[config.mk]
export PLATFORM = sky130hd
export DESIGN_NAME = m_s_int_ctrl_flat
export DESIGN_NICKNAME = d
export VERILOG_FILES = /design/src/rtl/m_s_int_ctrl_if.sv /design/src/rtl/m_s_int_ctrl.sv /design/src/flat_wrapper.sv
export SDC_FILE = /design/constraint.sdc
export NUM_CORES = 1
export LEC_CHECK = 0
export CAP_MARGIN = 20
export CORE_AREA = 2 2 159 161
export DETAILED_ROUTE_END_ITERATION = 10
export DIE_AREA = 0 0 161 163
export SYNTH_ARGS = -nofsm -noshare
export SYNTH_HDL_FRONTEND = slang
export SYNTH_SLANG_ARGS = --single-unit
[constraint.sdc]
create_clock -name clk -period 3.9 [get_ports clk]
set_input_delay 0.585 -clock clk [delete_from_list [all_inputs] [get_ports clk]]
set_output_delay 0.585 -clock clk [all_outputs]
set_load 0.005 [all_outputs]
[src/rtl/m_s_int_ctrl_if.sv]
// CSR access and trap-unit handshake bundle for the M/S interrupt controller.
// The controller takes the slave side; the CSR file / trap unit drives the master side.
interface m_s_int_ctrl_if #(
  parameter int XLEN = 64
);
  logic            csr_write;
  logic            mrw_mie_sel;
  logic            srw_sie_sel;
  logic            mrw_mip_sel;
  logic            srw_sip_sel;
  logic            mrw_mideleg_sel;
  logic [XLEN-1:0] data_csr;
  logic [XLEN-1:0] mie_rdata;
  logic [XLEN-1:0] sie_rdata;
  logic [XLEN-1:0] mip_rdata;
  logic [XLEN-1:0] sip_rdata;
  logic [XLEN-1:0] mideleg_rdata;
  logic            int_req;
  logic [3:0]      int_cause;
  logic            int_to_s;
  logic            int_ack;

  modport master (
    output csr_write, mrw_mie_sel, srw_sie_sel, mrw_mip_sel, srw_sip_sel, mrw_mideleg_sel,
    output data_csr, int_ack,
    input  mie_rdata, sie_rdata, mip_rdata, sip_rdata, mideleg_rdata,
    input  int_req, int_cause, int_to_s
  );

  modport slave (
    input  csr_write, mrw_mie_sel, srw_sie_sel, mrw_mip_sel, srw_sip_sel, mrw_mideleg_sel,
    input  data_csr, int_ack,
    output mie_rdata, sie_rdata, mip_rdata, sip_rdata, mideleg_rdata,
    output int_req, int_cause, int_to_s
  );
endinterface

[src/rtl/m_s_int_ctrl.sv]
// M/S interrupt controller: mie/mip/mideleg state, pin synchronisers, priority pick
// and a registered req/ack handshake towards the trap unit.
module m_s_int_ctrl #(
  parameter int XLEN        = 64,
  parameter int SYNC_STAGES = 2,
  parameter bit HAS_S       = 1'b1
) (
  input  logic           clk,
  input  logic           rst,
  input  logic           m_ext_int,
  input  logic           s_ext_int,
  input  logic           m_tim_int,
  input  logic           m_soft_int,
  input  logic [1:0]     priv,
  input  logic           mstatus_mie,
  input  logic           mstatus_sie,
  m_s_int_ctrl_if.slave  bus
);

  localparam logic [11:0] MIE_MASK   = 12'hAAA;
  localparam logic [11:0] DELEG_MASK = 12'h222;

  typedef enum logic [1:0] {
    ST_IDLE = 2'd0,
    ST_REQ  = 2'd1,
    ST_GAP  = 2'd2
  } state_e;

  // Pin order inside the synchroniser: {MEI, SEI, MTI, MSI}
  function automatic logic [11:0] mip_view(input logic [3:0] pins, input logic sw_seip,
                                           input logic stip, input logic ssip);
    return {pins[3], 1'b0, sw_seip | pins[2], 1'b0, pins[1], 1'b0,
            stip, 1'b0, pins[0], 1'b0, ssip, 1'b0};
  endfunction

  // Returns {valid, cause}; order MEI > MSI > MTI > SEI > SSI > STI
  function automatic logic [4:0] pick(input logic [11:0] v);
    if (v[11])     return {1'b1, 4'd11};
    else if (v[3]) return {1'b1, 4'd3};
    else if (v[7]) return {1'b1, 4'd7};
    else if (v[9]) return {1'b1, 4'd9};
    else if (v[1]) return {1'b1, 4'd1};
    else if (v[5]) return {1'b1, 4'd5};
    else           return {1'b0, 4'd0};
  endfunction

  logic [3:0]  sync_q [SYNC_STAGES];
  logic [3:0]  sync_s;
  logic [11:0] mie_q, mie_d, mideleg_q, mideleg_d;
  logic        sw_seip_q, sw_seip_d, stip_q, stip_d, ssip_q, ssip_d;
  logic        m_wr_s, s_wr_s;
  logic [11:0] wdata_s, mip_rd_s, mip_eval_s, pend_s;
  logic [4:0]  nd_pick_s, dl_pick_s;
  logic        m_en_s, s_en_s, sel_valid_s, sel_to_s_s, frozen_ok_s;
  logic [3:0]  sel_cause_s;
  state_e      state_q;
  logic        int_req_q, int_to_s_q;
  logic [3:0]  int_cause_q;
  logic        csr_unused_s;

  assign sync_s       = sync_q[SYNC_STAGES-1];
  assign wdata_s      = bus.data_csr[11:0];
  assign csr_unused_s = ^bus.data_csr[XLEN-1:12];

  // CSR next-state; M-level selects suppress any simultaneous S-level write
  always_comb begin
    m_wr_s    = bus.csr_write & (bus.mrw_mie_sel | bus.mrw_mip_sel | bus.mrw_mideleg_sel);
    s_wr_s    = bus.csr_write & ~m_wr_s & HAS_S;
    mie_d     = mie_q;
    mideleg_d = mideleg_q;
    sw_seip_d = sw_seip_q;
    stip_d    = stip_q;
    ssip_d    = ssip_q;
    if (m_wr_s && bus.mrw_mie_sel) begin
      mie_d = wdata_s & MIE_MASK;
    end else if (s_wr_s && bus.srw_sie_sel) begin
      mie_d = (mie_q & ~mideleg_q) | (wdata_s & mideleg_q);
    end else begin
      mie_d = mie_q;
    end
    if (m_wr_s && bus.mrw_mideleg_sel && HAS_S) begin
      mideleg_d = wdata_s & DELEG_MASK;
    end else begin
      mideleg_d = mideleg_q;
    end
    if (m_wr_s && bus.mrw_mip_sel) begin
      sw_seip_d = wdata_s[9];
      stip_d    = wdata_s[5];
      ssip_d    = wdata_s[1];
    end else if (s_wr_s && bus.srw_sip_sel && mideleg_q[1]) begin
      ssip_d    = wdata_s[1];
    end else begin
      ssip_d    = ssip_q;
    end
  end

  // Selection runs on post-write CSR state so writes reach int_req in one register
  always_comb begin
    mip_eval_s  = mip_view(sync_s, sw_seip_d, stip_d, ssip_d);
    pend_s      = mip_eval_s & mie_d;
    m_en_s      = (priv != 2'd3) | mstatus_mie;
    s_en_s      = (priv == 2'd0) | ((priv == 2'd1) & mstatus_sie);
    nd_pick_s   = pick(pend_s & ~mideleg_d);
    dl_pick_s   = pick(pend_s & mideleg_d);
    sel_valid_s = 1'b0;
    sel_cause_s = 4'd0;
    sel_to_s_s  = 1'b0;
    if (m_en_s && nd_pick_s[4]) begin
      sel_valid_s = 1'b1;
      sel_cause_s = nd_pick_s[3:0];
      sel_to_s_s  = 1'b0;
    end else if (s_en_s && dl_pick_s[4]) begin
      sel_valid_s = 1'b1;
      sel_cause_s = dl_pick_s[3:0];
      sel_to_s_s  = 1'b1;
    end else begin
      sel_valid_s = 1'b0;
    end
    frozen_ok_s = pend_s[int_cause_q] && (mideleg_d[int_cause_q] == int_to_s_q) &&
                  (int_to_s_q ? s_en_s : m_en_s);
  end

  // Interrupt pin synchroniser chains
  always_ff @(posedge clk or negedge rst) begin
    if (!rst) begin
      for (int s = 0; s < SYNC_STAGES; s++) sync_q[s] <= 4'd0;
    end else begin
      sync_q[0] <= {m_ext_int, s_ext_int, m_tim_int, m_soft_int};
      for (int s = 1; s < SYNC_STAGES; s++) sync_q[s] <= sync_q[s-1];
    end
  end

  // CSR state registers
  always_ff @(posedge clk or negedge rst) begin
    if (!rst) begin
      mie_q     <= 12'd0;
      mideleg_q <= 12'd0;
      sw_seip_q <= 1'b0;
      stip_q    <= 1'b0;
      ssip_q    <= 1'b0;
    end else begin
      mie_q     <= mie_d;
      mideleg_q <= mideleg_d;
      sw_seip_q <= sw_seip_d;
      stip_q    <= stip_d;
      ssip_q    <= ssip_d;
    end
  end

  // Request handshake FSM; cause and target stay frozen while in REQ
  always_ff @(posedge clk or negedge rst) begin
    if (!rst) begin
      state_q     <= ST_IDLE;
      int_req_q   <= 1'b0;
      int_cause_q <= 4'd0;
      int_to_s_q  <= 1'b0;
    end else begin
      case (state_q)
        ST_IDLE: begin
          if (sel_valid_s) begin
            state_q     <= ST_REQ;
            int_req_q   <= 1'b1;
            int_cause_q <= sel_cause_s;
            int_to_s_q  <= sel_to_s_s;
          end else begin
            int_req_q   <= 1'b0;
          end
        end
        ST_REQ: begin
          if (bus.int_ack) begin
            state_q   <= ST_GAP;
            int_req_q <= 1'b0;
          end else if (!frozen_ok_s) begin
            state_q   <= ST_IDLE;
            int_req_q <= 1'b0;
          end else begin
            int_req_q <= 1'b1;
          end
        end
        ST_GAP: begin
          state_q   <= ST_IDLE;
          int_req_q <= 1'b0;
        end
        default: begin
          state_q   <= ST_IDLE;
          int_req_q <= 1'b0;
        end
      endcase
    end
  end

  assign mip_rd_s          = mip_view(sync_s, sw_seip_q, stip_q, ssip_q);
  assign bus.mie_rdata     = {{(XLEN-12){1'b0}}, mie_q};
  assign bus.sie_rdata     = {{(XLEN-12){1'b0}}, mie_q & mideleg_q};
  assign bus.mip_rdata     = {{(XLEN-12){1'b0}}, mip_rd_s};
  assign bus.sip_rdata     = {{(XLEN-12){1'b0}}, mip_rd_s & mideleg_q};
  assign bus.mideleg_rdata = {{(XLEN-12){1'b0}}, mideleg_q};
  assign bus.int_req       = int_req_q;
  assign bus.int_cause     = int_cause_q;
  assign bus.int_to_s      = int_to_s_q;

endmodule

[src/flat_wrapper.sv]
// flat-port wrapper written by rule: the top's interface ports become plain ports
module m_s_int_ctrl_flat 
#(
  parameter int XLEN        = 64,
  parameter int SYNC_STAGES = 2,
  parameter bit HAS_S       = 1'b1
)
  (clk, rst, m_ext_int, s_ext_int, m_tim_int, m_soft_int, priv, mstatus_mie, mstatus_sie, bus_csr_write, bus_mrw_mie_sel, bus_srw_sie_sel, bus_mrw_mip_sel, bus_srw_sip_sel, bus_mrw_mideleg_sel, bus_data_csr, bus_int_ack, bus_mie_rdata, bus_sie_rdata, bus_mip_rdata, bus_sip_rdata, bus_mideleg_rdata, bus_int_req, bus_int_cause, bus_int_to_s);
  m_s_int_ctrl_if #(.XLEN(XLEN)) bus_i ();
  input  logic clk;
  input  logic rst;
  input  logic m_ext_int;
  input  logic s_ext_int;
  input  logic m_tim_int;
  input  logic m_soft_int;
  input  logic [1:0] priv;
  input  logic mstatus_mie;
  input  logic mstatus_sie;
  input wire logic [$bits(bus_i.csr_write)-1:0] bus_csr_write;
  input wire logic [$bits(bus_i.mrw_mie_sel)-1:0] bus_mrw_mie_sel;
  input wire logic [$bits(bus_i.srw_sie_sel)-1:0] bus_srw_sie_sel;
  input wire logic [$bits(bus_i.mrw_mip_sel)-1:0] bus_mrw_mip_sel;
  input wire logic [$bits(bus_i.srw_sip_sel)-1:0] bus_srw_sip_sel;
  input wire logic [$bits(bus_i.mrw_mideleg_sel)-1:0] bus_mrw_mideleg_sel;
  input wire logic [$bits(bus_i.data_csr)-1:0] bus_data_csr;
  input wire logic [$bits(bus_i.int_ack)-1:0] bus_int_ack;
  output wire logic [$bits(bus_i.mie_rdata)-1:0] bus_mie_rdata;
  output wire logic [$bits(bus_i.sie_rdata)-1:0] bus_sie_rdata;
  output wire logic [$bits(bus_i.mip_rdata)-1:0] bus_mip_rdata;
  output wire logic [$bits(bus_i.sip_rdata)-1:0] bus_sip_rdata;
  output wire logic [$bits(bus_i.mideleg_rdata)-1:0] bus_mideleg_rdata;
  output wire logic [$bits(bus_i.int_req)-1:0] bus_int_req;
  output wire logic [$bits(bus_i.int_cause)-1:0] bus_int_cause;
  output wire logic [$bits(bus_i.int_to_s)-1:0] bus_int_to_s;
  assign bus_i.csr_write = bus_csr_write;
  assign bus_i.mrw_mie_sel = bus_mrw_mie_sel;
  assign bus_i.srw_sie_sel = bus_srw_sie_sel;
  assign bus_i.mrw_mip_sel = bus_mrw_mip_sel;
  assign bus_i.srw_sip_sel = bus_srw_sip_sel;
  assign bus_i.mrw_mideleg_sel = bus_mrw_mideleg_sel;
  assign bus_i.data_csr = bus_data_csr;
  assign bus_i.int_ack = bus_int_ack;
  assign bus_mie_rdata = bus_i.mie_rdata;
  assign bus_sie_rdata = bus_i.sie_rdata;
  assign bus_mip_rdata = bus_i.mip_rdata;
  assign bus_sip_rdata = bus_i.sip_rdata;
  assign bus_mideleg_rdata = bus_i.mideleg_rdata;
  assign bus_int_req = bus_i.int_req;
  assign bus_int_cause = bus_i.int_cause;
  assign bus_int_to_s = bus_i.int_to_s;
  m_s_int_ctrl #(.XLEN(XLEN), .SYNC_STAGES(SYNC_STAGES), .HAS_S(HAS_S)) u_core (.clk(clk), .rst(rst), .m_ext_int(m_ext_int), .s_ext_int(s_ext_int), .m_tim_int(m_tim_int), .m_soft_int(m_soft_int), .priv(priv), .mstatus_mie(mstatus_mie), .mstatus_sie(mstatus_sie), .bus(bus_i));
endmodule
==> summary.txt, run 1 <==
Synth
  – Asr flop ratio synth: 1.00
  – Most used flip-flop cell after synthesis: dfrtp_1
  – Synth Register Bits: 43
  – Post-synth top cells: buf_4 (277), dfrtp_1 (43), and2_1 (29), inv_1 (19), a21oi_1 (18)
  – Gate Count Post-Synth: 531
  – Post-Syn Area: 4510 um^2
  – Most frequent cell after synthesis: buf_4
  – Synth area leader: buf_4
  – Share of the synthesized area in the top cell type: 0.461
  – Syn Area/Cell: 8.49 um^2
  – Synth top area cells: buf_4 (46%), dfrtp_1 (24%), and2_1 (4.0%)
  – Number of synthesized flops with an enable pin: 0
  – Seq/Total Area, Yosys: 0.239
  – Yosys cell types: 54
  – Yosys Warn Count: 0

Clocking
  – Clk_lat worst skew: 0.30 ns
  – H-tree depth: 2
  – CTS tree: built
  – CTS Buf Count: 5
  – CTS max path bufs: 2
  – Clock Tree Root: clkbuf_16
  – Post-CTS resize count: 0
  – Reg clk slew, reported paths: 0.07 ns
  – Sink Count: 43
  – Cts hold-fix bufs: 0
  – Setup Fix Bufs, Post-CTS: 0

Finish
  – Layout cells sized above 1: 0.0507
  – Synth-to-Final Area Change: 8.02%
  – Ant. Diodes: 0
  – Fin area: 4870 um^2
  – Nets: 692
  – Fill cells: 2,728
  – Register area: 1080 um^2
  – Core Util, Final: 0.197
  – Area of the multi-input gates: 2250 um^2

Route
  – Vias: 3,036
  – Post-Route WL: 10,600 um
  – DRT Pass-1 Iters: 4
  – Post-route DRC violation count: 0
  – Final ANT Viol Nets: 0
  – Drt wl/cell: 11.3 um
  – Vias/cell: 3.22
  – Initial DRC count: 187

Placement
  – IO buf count: 82
  – Routability-driven placement congestion ratio: 0.811
  – DP HPWL: 8660 um
  – Post-place instance area: 4680 um^2

Floorplan
  – Row Count: 58
  – Die height: 163 um
  – DIE AREA: 26,200 um^2
  – Die Width: 161 um
  – Initial Util: 0.183
  – IO Pins: 407
  – CORE AREA: 24,700 um^2

Pwr
  – P_leak: 2.42 nW
  – PwrDens: 335 nW/um^2
  – Power Total: 1.63 mW
  – Worst-case vdd ir drop: 0.000174 V

GRT
  – Largest net degree at the start of global routing: 44
  – First-pass GRT wire length: 14,800 um
  – Vias in the first global route: 2,460
  – All-Layer GR Usage: 0.0752
  – Antenna violations before repair: 1
  – Grt total ovfl: 0

Timing
  – Least-Margin Pin Slew: 0.588 ns
  – Slew Viols, Final: 0
  – Final Cycle Share: 0.801
  – Max Freq: 0.320 GHz
  – Final Hold Vio Count: 0
  – Fin crit period: 3.12 ns
  – Slew margin rel.: 0.606
  – Final setup fails: 0
  – Fin Clk Skew: 0.00889 ns
  – Post-route setup TNS: 0 ns
  – RSZ-0062 raised after global routing: false

Critical path
  – Reg2Reg Depth: 8
  – Crit. End Element: flip-flop
  – CP Launch Point: bus_srw_sie_sel
  – Startpoint types: input port
  – Top delay family on crit path: compound AO/OA/AOI/OAI gates
  – CP cell instances: clkdlybuf4s50_1 -> and4bb_1 -> o21ai_1 -> mux2i_2 -> inv_2 -> a311o_1 -> o31a_1 -> o21ai_2 -> mux2i_1
  – WP buf/inv: 2
  – Critical path data required time: 4.12 ns
  – Worst setup path category: in2reg
  – Crit path max-delay cell type: clkdlybuf4s50_1
  – R2R Path Start: u_core.mideleg_q[3]
  – Crit Path Max Fanout: 6
  – Register-to-register setup slack: 1.04 ns
  – Reg-to-Reg End: u_core.bus.int_cause[2]
  – CP max stage delay: 0.52 ns
  – Arr. time, crit path: 3.35 ns

Run
  – Max Cap Viol: 0

Outcome
  – Status: completed

Hold path
  – Worst hold path class: in2async
==> state kept, by name (all words and copies together) (netlist names) <==
register,count
u_core.bus.int_to_s,1
u_core.mideleg_q,12
u_core.stip_q,1
u_core.sync_s,4
u_core.ssip_q,1
u_core.sync_q,4
u_core.sw_seip_q,1
u_core.bus.int_cause,4
u_core.mie_q,12
u_core.state_q,2
u_core.bus.int_req,1
==> metrics by stage <==
step / hold slack [ns] / worst slack, ns / instances
after floorplan: 0.289 / 1.19 / 802
after global placement: 0.332 / 0.522 / 933
after detailed placement: 0.336 / 0.472 / 933
after CTS: 0.351 / 0.787 / 941
after global routing: 0.136 / 0.612 / 942
final: 0.135 / 0.778 / 942
==> power by group <==
group	total (mW)	internal, mW	switching, mW
clock network	0.500	0.303	0.197
logic	0.547	0.257	0.290
registers	0.585	0.511	0.0741
total	1.63	1.07	0.561
==> metal layers <==
layer  part of all wire  GRT usage
met5             0.0012          0
met4             0.0076     0.0195
met3               0.10     0.0229
met2               0.50      0.127
met1               0.39     0.0933
==> layout make-up <==
| cell class | instances | area share |
|---|---|---|
| Clock buffer | 5 | 0.0257 |
| Clock inverter | 3 | 0.00899 |
| Inverter | 20 | 0.0154 |
| Multi-Input combinational cell | 451 | 0.462 |
| Sequential cell | 43 | 0.221 |
| Tap cell | 330 | 0.0848 |
| Timing Repair Buffer | 90 | 0.182 |
==> worst max path at each step <==
stage,to,slack [ns],depth (start not counted)
detailed placement,u_core.bus.int_cause[2],0.47,9
finish,u_core.bus.int_cause[2],0.78,9
global route,u_core.bus.int_cause[2],0.61,9
floorplan,u_core.bus.int_cause[2],1.19,9
CTS,u_core.bus.int_cause[2],0.79,9
global placement,u_core.state_q[0],0.52,9
==> cell usage in the layout (no fill, tap or decap), drive strengths merged, types with 8 or more instances in the layout <==
cell type        n
conb           272
clkdlybuf4s50   81
dfrtp           43
and2            29
inv             20
a21oi           18
o21ai           16
nand2           15
mux2i           11
buf              9
nor2             8
==> logic make-up after synthesis <==
| kind of cell | count (synthesis) | synth area share |
|---|---|---|
| compound gates | 78 | 0.116 |
| buf+inv | 308 | 0.488 |
| flops | 43 | 0.239 |
| mux | 19 | 0.0477 |
| other cells | 1 | 0.000832 |
| simple gates | 82 | 0.109 |
Power figures use the tool's default switching activity.
==> run 2: changes to the inputs <==
clock period = 2.97 ns   (was 3.9 ns; I/O delays follow)
==> run 2 against run 1 <==
Clock skew down 0.0066 ns. Core utilization is 0.86 points higher. Sequential cell count stayed put. Sequential share of layout area down 0.92 points. Clock power is 46% higher. Wire length fell by 0.61%. Setup slack worse by 0.65 ns. Critical path type unchanged. Largest power group unchanged. Highest routed layer unchanged.
==> summary.txt, run 2 (synthesized netlist as in run 1, its figures left out) <==
Timing
  – Fin crit period: 2.84 ns
  – Max Freq: 0.352 GHz
  – Final Hold Vio Count: 0 (unchanged)
  – Slew Viols, Final: 0 (unchanged)
  – Final setup fails: 0 (unchanged)
  – Fin Clk Skew: 0.00224 ns (was 0.00889 ns)
  – Setup WS post-layout: 0.132 ns (was 0.778 ns)
  – Final Cycle Share: 0.956
  – RSZ-0062 raised after global routing: false (unchanged)

Pwr
  – P_leak: 2.54 nW (was 2.42 nW)
  – Worst-case vdd ir drop: 0.000239 V (was 0.000174 V)
  – PwrDens: 445 nW/um^2 (was 335 nW/um^2)

GRT
  – Grt total ovfl: 0 (unchanged)
  – Antenna violations before repair: 2 (was 1)
  – Largest net degree at the start of global routing: 44 (unchanged)
  – All-Layer GR Usage: 0.0745 (was 0.0752)
  – First-pass GRT wire length: 14,900 um (was 14,800 um)
  – Vias in the first global route: 2,520 (was 2,460)

Finish
  – Most common library cell in the layout ignoring fill and taps: conb_1 (unchanged)
  – Nets: 715 (was 692)
  – Biggest regs: u_core.mideleg_q (12), u_core.mie_q (12) (unchanged)
  – Synth-to-Final Area Change: 12.7% (was 8.02%)
  – Layout cells sized above 1: 0.0835 (was 0.0507)
  – Core Util, Final: 0.206 (was 0.197)
  – Most frequent cells in the layout: conb_1 (272), clkdlybuf4s50_1 (81), dfrtp_1 (43) (unchanged)
  – Ant. Diodes: 0 (unchanged)

Floorplan
  – Die height: 163 um (unchanged)
  – CORE AREA: 24,700 um^2 (unchanged)
  – DIE AREA: 26,200 um^2 (unchanged)
  – Initial Util: 0.183 (unchanged)
  – Row Count: 58 (unchanged)
  – IO Pins: 407 (unchanged)
  – Die Width: 161 um (unchanged)

Route
  – Vias: 3,088 (was 3,036)
  – Post-route DRC violation count: 0 (unchanged)
  – Drt wl/cell: 10.9 um (was 11.3 um)
  – Final ANT Viol Nets: 0 (unchanged)
  – Post-Route WL: 10,600 um (about the same)
  – Vias/cell: 3.20 (was 3.22)
  – Initial DRC count: 96 (was 187)
  – DRT Pass-1 Iters: 4 (unchanged)

Critical path
  – Startpoint types: input port (unchanged)
  – Crit. End Element: flip-flop (unchanged)
  – CP max stage delay: 0.48 ns (was 0.52 ns)
  – R2R Path Start: u_core.mideleg_q[3] (unchanged)
  – Critical path data required time: 3.18 ns (was 4.12 ns)
  – Arr. time, crit path: 3.05 ns (was 3.35 ns)
  – Worst setup path category: in2reg (unchanged)
  – CP Launch Point: bus_mrw_mideleg_sel (was bus_srw_sie_sel)
  – Crit Path Max Fanout: 9 (was 6)
  – Crit path max-delay cell type: clkdlybuf4s50_1 (unchanged)
  – CP cell instances: clkdlybuf4s50_1 -> buf_4 -> nor4bb_1 -> o311ai_1 -> and3_1 -> a22o_1 -> o41a_1 -> o32a_1 -> mux2i_1 (was clkdlybuf4s50_1 -> and4bb_1 -> o21ai_1 -> mux2i_2 -> inv_2 -> a311o_1 -> o31a_1 -> o21ai_2 -> mux2i_1)

Run
  – Max Cap Viol: 0 (unchanged)

Clocking
  – CTS tree: built (unchanged)
  – Clk_lat worst skew: 0.29 ns (was 0.30 ns)
  – H-tree depth: 2 (unchanged)
  – Sink Count: 43 (unchanged)
  – Clock Tree Root: clkbuf_16 (unchanged)
  – CTS Buf Count: 5 (unchanged)
  – Reg clk slew, reported paths: 0.06 ns (was 0.07 ns)
  – CTS max path bufs: 2 (unchanged)

Placement
  – DP Worst Slack: -0.113 ns (was 0.472 ns)
  – IO buf count: 82 (unchanged)
  – DP HPWL: 8810 um (was 8660 um)
  – Routability-driven placement congestion ratio: 0.819 (was 0.811)

Hold path
  – Worst hold path class: reg2reg (was in2async)
  – Hold Crit Start: u_core.sync_q[4]

Outcome
  – Status: completed (unchanged)
==> run 2: what timing repair did <==
action | 4_1_cts | 5_1_grt
resized for setup | 0 | 1
endpoints found under the setup margin | 0 | 1
hold buffers | 0 | 1
endpoints found under the hold margin | 0 | 7
buffers inserted | 0 | 0
==> run 2: final cells by class <==
type,instances,area (um^2)
Fill cell,2725,19600
Multi-Input combinational cell,451,2250
Sequential cell,43,1080
Timing Repair Buffer,113,1080
Tap cell,330,413
Clock buffer,5,125
Inverter,20,75.1
Clock inverter,3,67.6
==> run 2: routing by layer <==
metal	share of wire	wire length, um	track usage	vias up
li1	-	-	-	1419
met2	0.49	5190	0.127	216
met5	0.0026	27	0	-
met4	0.011	112	0.0162	4
met3	0.097	1020	0.0216	12
met1	0.40	4210	0.0933	1437
==> run 2: path summary, 6_finish.rpt <==
check | to | slack, ns | cells after the start
max reg2reg | u_core.bus.int_cause[2] | 0.55 | 8
min reg2reg | u_core.sync_s[0] | 0.35 | 0
min in group asynchronous | u_core.mie_q[8] | 0.54 | 2
max | u_core.bus.int_cause[2] | 0.13 | 9
min | u_core.sync_s[0] | 0.35 | 0
max in group asynchronous | u_core.sync_s[2] | 1.97 | 3
==> run 2: worst max-delay path: cells and delay by family <==
| family | cells | cell delay, ns |
|---|---|---|
| buf+inv | 2 | 0.69 |
| mux | 1 | 0.12 |
| simple gates | 2 | 0.65 |
| compound gates | 4 | 1.15 |
==> run 2: through the flow <==
step / TNS [ns] / hold WS [ns] / instance area, um^2 / cells / total power, mW
3_3_place_gp: -0.434 / 0.331 / 4860 / 955 / 1.54
5_1_grt: 0 / 0.356 / 5080 / 965 / 2.42
2_1_floorplan: 0 / 0.150 / 5530 / 802 / 1.41
6_report: 0 / 0.350 / 5080 / 965 / 2.26
3_5_place_dp: -0.409 / 0.336 / 4860 / 955 / 1.54
4_1_cts: 0 / 0.352 / 5050 / 963 / 2.29
==> run 2: power breakdown <==
| part | internal (mW) | switching, mW | total [mW] |
|---|---|---|---|
| clock | 0.482 | 0.247 | 0.729 |
| combinational | 0.377 | 0.387 | 0.764 |
| sequential | 0.670 | 0.0988 | 0.769 |
